$ cat config.mk
export PLATFORM = sky130hd
export DESIGN_NAME = serdes_lb_word_cmp
export DESIGN_NICKNAME = d
export VERILOG_FILES = /design/src/rtl/serdes_lb_pkg.sv /design/src/rtl/serdes_lb_word_cmp.sv
export SDC_FILE = /design/constraint.sdc
export NUM_CORES = 1
export LEC_CHECK = 0
export CAP_MARGIN = 30
export CELL_PAD_IN_SITES_DETAIL_PLACEMENT = 1
export CELL_PAD_IN_SITES_GLOBAL_PLACEMENT = 1
export CORE_MARGIN = 2
export CORE_UTILIZATION = 43
export DETAILED_ROUTE_END_ITERATION = 8
export DONT_BUFFER_PORTS = 1
export PLACE_DENSITY_LB_ADDON = 0.1
export SLEW_MARGIN = 20
export SYNTH_ARGS = -nofsm -noshare
export SYNTH_HDL_FRONTEND = slang
export SYNTH_SLANG_ARGS = --single-unit
$ cat constraint.sdc
create_clock -name vclk -period 7.8
set_input_delay 1.56 -clock vclk [all_inputs]
set_output_delay 1.56 -clock vclk [all_outputs]
set_load 0.005 [all_outputs]
$ cat src/rtl/serdes_lb_pkg.sv
// Shared types and helpers for the SERDES loopback RX checker.
package serdes_lb_pkg;

    typedef enum logic [1:0] {
        HUNT   = 2'd0,
        CHECK  = 2'd1,
        LOCKED = 2'd2
    } lb_state_e;

    localparam logic [7:0] KCHAR_DEF = 8'hBC;
    localparam logic [7:0] FILL_DEF  = 8'h4A;

    typedef struct packed {
        logic [63:0] data;
        logic [7:0]  k;
    } lb_word_t;

    // Expected word: comma in lane pos, filler everywhere else
    function automatic lb_word_t exp_word(input logic [2:0] pos,
                                          input logic [7:0] kchar = KCHAR_DEF,
                                          input logic [7:0] fill  = FILL_DEF);
        lb_word_t w;
        w = '{data: 64'h0, k: 8'h00};
        for (int i = 0; i < 8; i++) begin
            if (3'(i) == pos) begin
                w.data[8*i +: 8] = kchar;
                w.k[i]           = 1'b1;
            end else begin
                w.data[8*i +: 8] = fill;
                w.k[i]           = 1'b0;
            end
        end
        return w;
    endfunction

endpackage

$ cat src/rtl/serdes_lb_word_cmp.sv
// Combinational lane comparator: per-lane mismatch against the captured
// comma position, plus comma-candidate detection for hunting.
module serdes_lb_word_cmp
    import serdes_lb_pkg::*;
#(
    parameter logic [7:0] KCHAR = KCHAR_DEF,
    parameter logic [7:0] FILL  = FILL_DEF
) (
    input  logic [63:0] data_s,
    input  logic [7:0]  k_s,
    input  logic [7:0]  nit_s,
    input  logic [2:0]  pos_s,
    output logic [7:0]  bad_s,
    output logic [3:0]  nbad_s,
    output logic        cand_s,
    output logic [2:0]  cand_pos_s
);

    lb_word_t   exp_s;
    logic [7:0] comma_s;
    logic [7:0] fill_s;
    logic [3:0] ncomma_s;

    // Lane compare, popcount and single-comma candidate search
    always_comb begin
        exp_s      = exp_word(pos_s, KCHAR, FILL);
        bad_s      = 8'h00;
        nbad_s     = 4'd0;
        comma_s    = 8'h00;
        fill_s     = 8'h00;
        ncomma_s   = 4'd0;
        cand_pos_s = 3'd0;
        for (int i = 0; i < 8; i++) begin
            bad_s[i]   = (data_s[8*i +: 8] != exp_s.data[8*i +: 8]) |
                         (k_s[i] != exp_s.k[i]) | nit_s[i];
            nbad_s     = nbad_s + {3'd0, bad_s[i]};
            comma_s[i] = k_s[i] & (data_s[8*i +: 8] == KCHAR);
            fill_s[i]  = ~k_s[i] & (data_s[8*i +: 8] == FILL);
            ncomma_s   = ncomma_s + {3'd0, comma_s[i]};
            if (comma_s[i]) begin
                cand_pos_s = 3'(i);
            end else begin
                cand_pos_s = cand_pos_s;
            end
        end
        cand_s = (ncomma_s == 4'd1) && ((comma_s | fill_s) == 8'hFF) && (nit_s == 8'h00);
    end

endmodule

==> metrics.yaml <==
run_status: "finished clean"
share_of_synthesized_cell_area_in_and_or_nand_and_nor_gates_pct: 51.4
drv.max_cap_violation_count: 0
clock_buffers: 0
ir_worst_vdd_mv: 0.00442
flops_and_latches: 0
initial_core_util_pct: 46.4
cts_resized: 0
transition_time_at_the_pin_with_the_least_slew_margin_ps: 680
coreArea_um2: 2280
final_cell_area_um2: 1080
cell_internal_pwr_uw: 6.59
synth_top_family_by_area: "simple AND/OR/NAND/NOR gates"
crit_path_max_incr_delay_ps: 560
totalNegativeSetupSlack_ps: 0
pwr-share-seq_pct: 0
seq_area_frac_synth_pct: 0
max_freq_mhz: 143
design.die.area_um2: 2870
synth_xor_xnor_area_share_pct: 0.829
grt_start_max_net_pins: 10
worstPathArrival_ps: 5430
switchingPower_uw: 4.96
hold_path_depth: 1
path_class: "input pin to output port"
cp_common_cell: "sky130_fd_sc_hd__fa_1"
num_vias: 1090
worst-path-max-fanout: 4
post_synth_mux_area_share_pct: 6.64
synth_cell_type_count: 41
post_cts_hold_buffer_count: 0
syn-num-nets: 245
grt_overflow: 0
postCtsSetupRepairBufs: 0
buffer_ports.inserted: 0
final_hold_viol_count: 0
die-height_um: 53.6
antenna-diode-count: 0
synth-adder-area-share_pct: 22.3
grtUsageMet1_pct: 24.4
synth-warning-count: 0
drt_iter0_drc: 11
min_delay_worst_endpoint: "bad_s[4]"
power.density_cell_area_nw_per_um2: 10.7
postSynthAreaPerCell_um2: 7.14
fin_crit_sh_pct: 89.6
synthesis_to_finish_area_growth_pct: 2.25
max_transition_margin_pct: 54.2
drc: 0
via_count_of_the_first_global_routing_pass: 1086
critical_path.cell_chain: "nand4b_1 > or3_1 > nor3_1 > inv_1 > fa_1 > fa_1 > fa_1 > inv_1 > ha_1 > inv_1 > fa_1 > a211o_2 > a2111oi_2 > and4_1"
worst_hold_check_path_type: "input pin to output port"
slowest_stage: "sky130_fd_sc_hd__fa_1"
startpoint_type: "input pin"
p_comb_share_pct: 100.0
grt_use_total_pct: 20.1
cp.required_ps: 6240
grt_antenna_before_repair: 0
final_antenna_net_count: 0
syn-instance-count: 148
sw_frac_of_total_pct: 43.0
design.portCount: 99
met2_usage_pct: 39.1
post_drt_via_cell_ratio: 6.30
global_route_wire_length_before_repair_mm: 4.33
area_fraction_in_compound_gates_after_synthesis_pct: 11.4
gp_congestion: 0.742
drt_wl_total_mm: 3.00
syn_area_um2: 1060
die_span_in_x_um: 53.6
grt-busiest-layer: "met2"
rows: 17
num-fill-cells: 307
hpwl_mm: 2.86
drive_above_1_share_pct: 4.83
setup.worst_path.end_class: "output port"
critical_path.top_delay_family: "adder cells"
timing.critical_path.buf_inv: 3
timing.final.crit_period_ps: 6990
layout.area.seq_um2: 0
post_dp_cell_area_um2: 1080
total_leakage_power_nw: 0.362
nets_final: 244
first_pass_iters: 4
wl_per_cell_um: 17.3
met3_usage_pct: 2.50
rsz0062_at_grt: "false"
hold_path_startpoint: "nit_s[4]"
power_frac_clock_pct: 0
report.final.setup_viol: 0
final_max_slew_viol_count: 0
[through the flow]
step	cells	hold slack (ps)	setup slack, ps	util [%]	power [mW]
2_1_floorplan	148	3210	971	-	0.0116
3_3_place_gp	173	3220	852	47.4	0.0112
3_5_place_dp	173	3220	806	47.4	0.0117
4_1_cts	173	3220	803	47.4	0.0117
5_1_grt	173	3230	572	47.4	0.0130
6_report	173	3210	811	47.4	0.0115
[area by class of cell]
type	instances	area, µm²	share of cell area, %
multi-input cells	127	977	90.5
well taps	28	35.0	3.24
inverters	18	67.6	6.26
[layout by cell type, fill, tap and decap left out, types with 2 or more instances in the layout]
cell type,count
sky130_fd_sc_hd__inv_1,17
sky130_fd_sc_hd__nand2_1,15
sky130_fd_sc_hd__nor2_1,12
sky130_fd_sc_hd__nand3_1,9
sky130_fd_sc_hd__fa_1,8
sky130_fd_sc_hd__nor3_1,7
sky130_fd_sc_hd__mux2i_1,7
sky130_fd_sc_hd__nor4b_1,6
sky130_fd_sc_hd__nand4b_1,6
sky130_fd_sc_hd__nand2b_1,6
sky130_fd_sc_hd__ha_1,6
sky130_fd_sc_hd__nor3b_1,5
sky130_fd_sc_hd__nand4_1,4
sky130_fd_sc_hd__or3_1,3
sky130_fd_sc_hd__nor4_1,3
sky130_fd_sc_hd__nor2b_1,3
sky130_fd_sc_hd__and2_1,2
sky130_fd_sc_hd__a21o_1,2
sky130_fd_sc_hd__a21oi_1,2
sky130_fd_sc_hd__a22oi_1,2
[routing by layer]
metal  wire [µm]  up-vias  part of all wire [%]
met1        1100      499                    37
met3         268        0                   8.9
met2        1630       57                    54
li1            -      534                     -
met5           0        -                     0
met4           0        0                     0
[synth_stat cells (2+ instances only)]
cell type                  number  area (µm²)
sky130_fd_sc_hd__nand3_1        9        45.0
sky130_fd_sc_hd__nor3_1         7        35.0
sky130_fd_sc_hd__ha_1           6        75.1
sky130_fd_sc_hd__nor4_1         3        18.8
sky130_fd_sc_hd__mux2i_1        7        70.1
sky130_fd_sc_hd__clkbuf_1       3        11.3
sky130_fd_sc_hd__nor2b_1        3        18.8
sky130_fd_sc_hd__nor3b_1        5        37.5
sky130_fd_sc_hd__nor2_1        12        45.0
sky130_fd_sc_hd__nand2b_1       6        37.5
sky130_fd_sc_hd__nand4_1        4        25.0
sky130_fd_sc_hd__a21oi_1        2        10.0
sky130_fd_sc_hd__nand2_1       15        56.3
sky130_fd_sc_hd__inv_1         17        63.8
sky130_fd_sc_hd__a21o_1         2        15.0
sky130_fd_sc_hd__fa_1           8         160
sky130_fd_sc_hd__nand4b_1       6        52.6
sky130_fd_sc_hd__and2_1         2        12.5
sky130_fd_sc_hd__a22oi_1        2        15.0
sky130_fd_sc_hd__nor4b_1        6        52.6
sky130_fd_sc_hd__or3_1          3        18.8
[cell families after synthesis]
| kind of cell | after synthesis |
|---|---|
| muxes | 7 |
| buffers and inverters | 21 |
| AOI/OAI and AO/OA | 15 |
| and+or+nand+nor | 90 |
| xor gates and xnor gates | 1 |
| adders and majority gates | 14 |
[power groups by stage]
stage | clock (mW) | sequential [mW] | combinational [mW]
floorplan | 0 | 0 | 0.0116
global placement | 0 | 0 | 0.0112
detailed placement | 0 | 0 | 0.0117
CTS | 0 | 0 | 0.0117
global route | 0 | 0 | 0.0130
finish | 0 | 0 | 0.0115
[worst max path at each step]
stage                    start      to  slack, ps  cells after the start
detailed placement   data_s[1]  cand_s        810                     13
floorplan            data_s[1]  cand_s        970                     13
global route        data_s[30]  cand_s        570                     14
CTS                  data_s[1]  cand_s        800                     13
finish              data_s[30]  cand_s        810                     14
global placement     data_s[1]  cand_s        850                     13
Power figures use the tool's default switching activity.
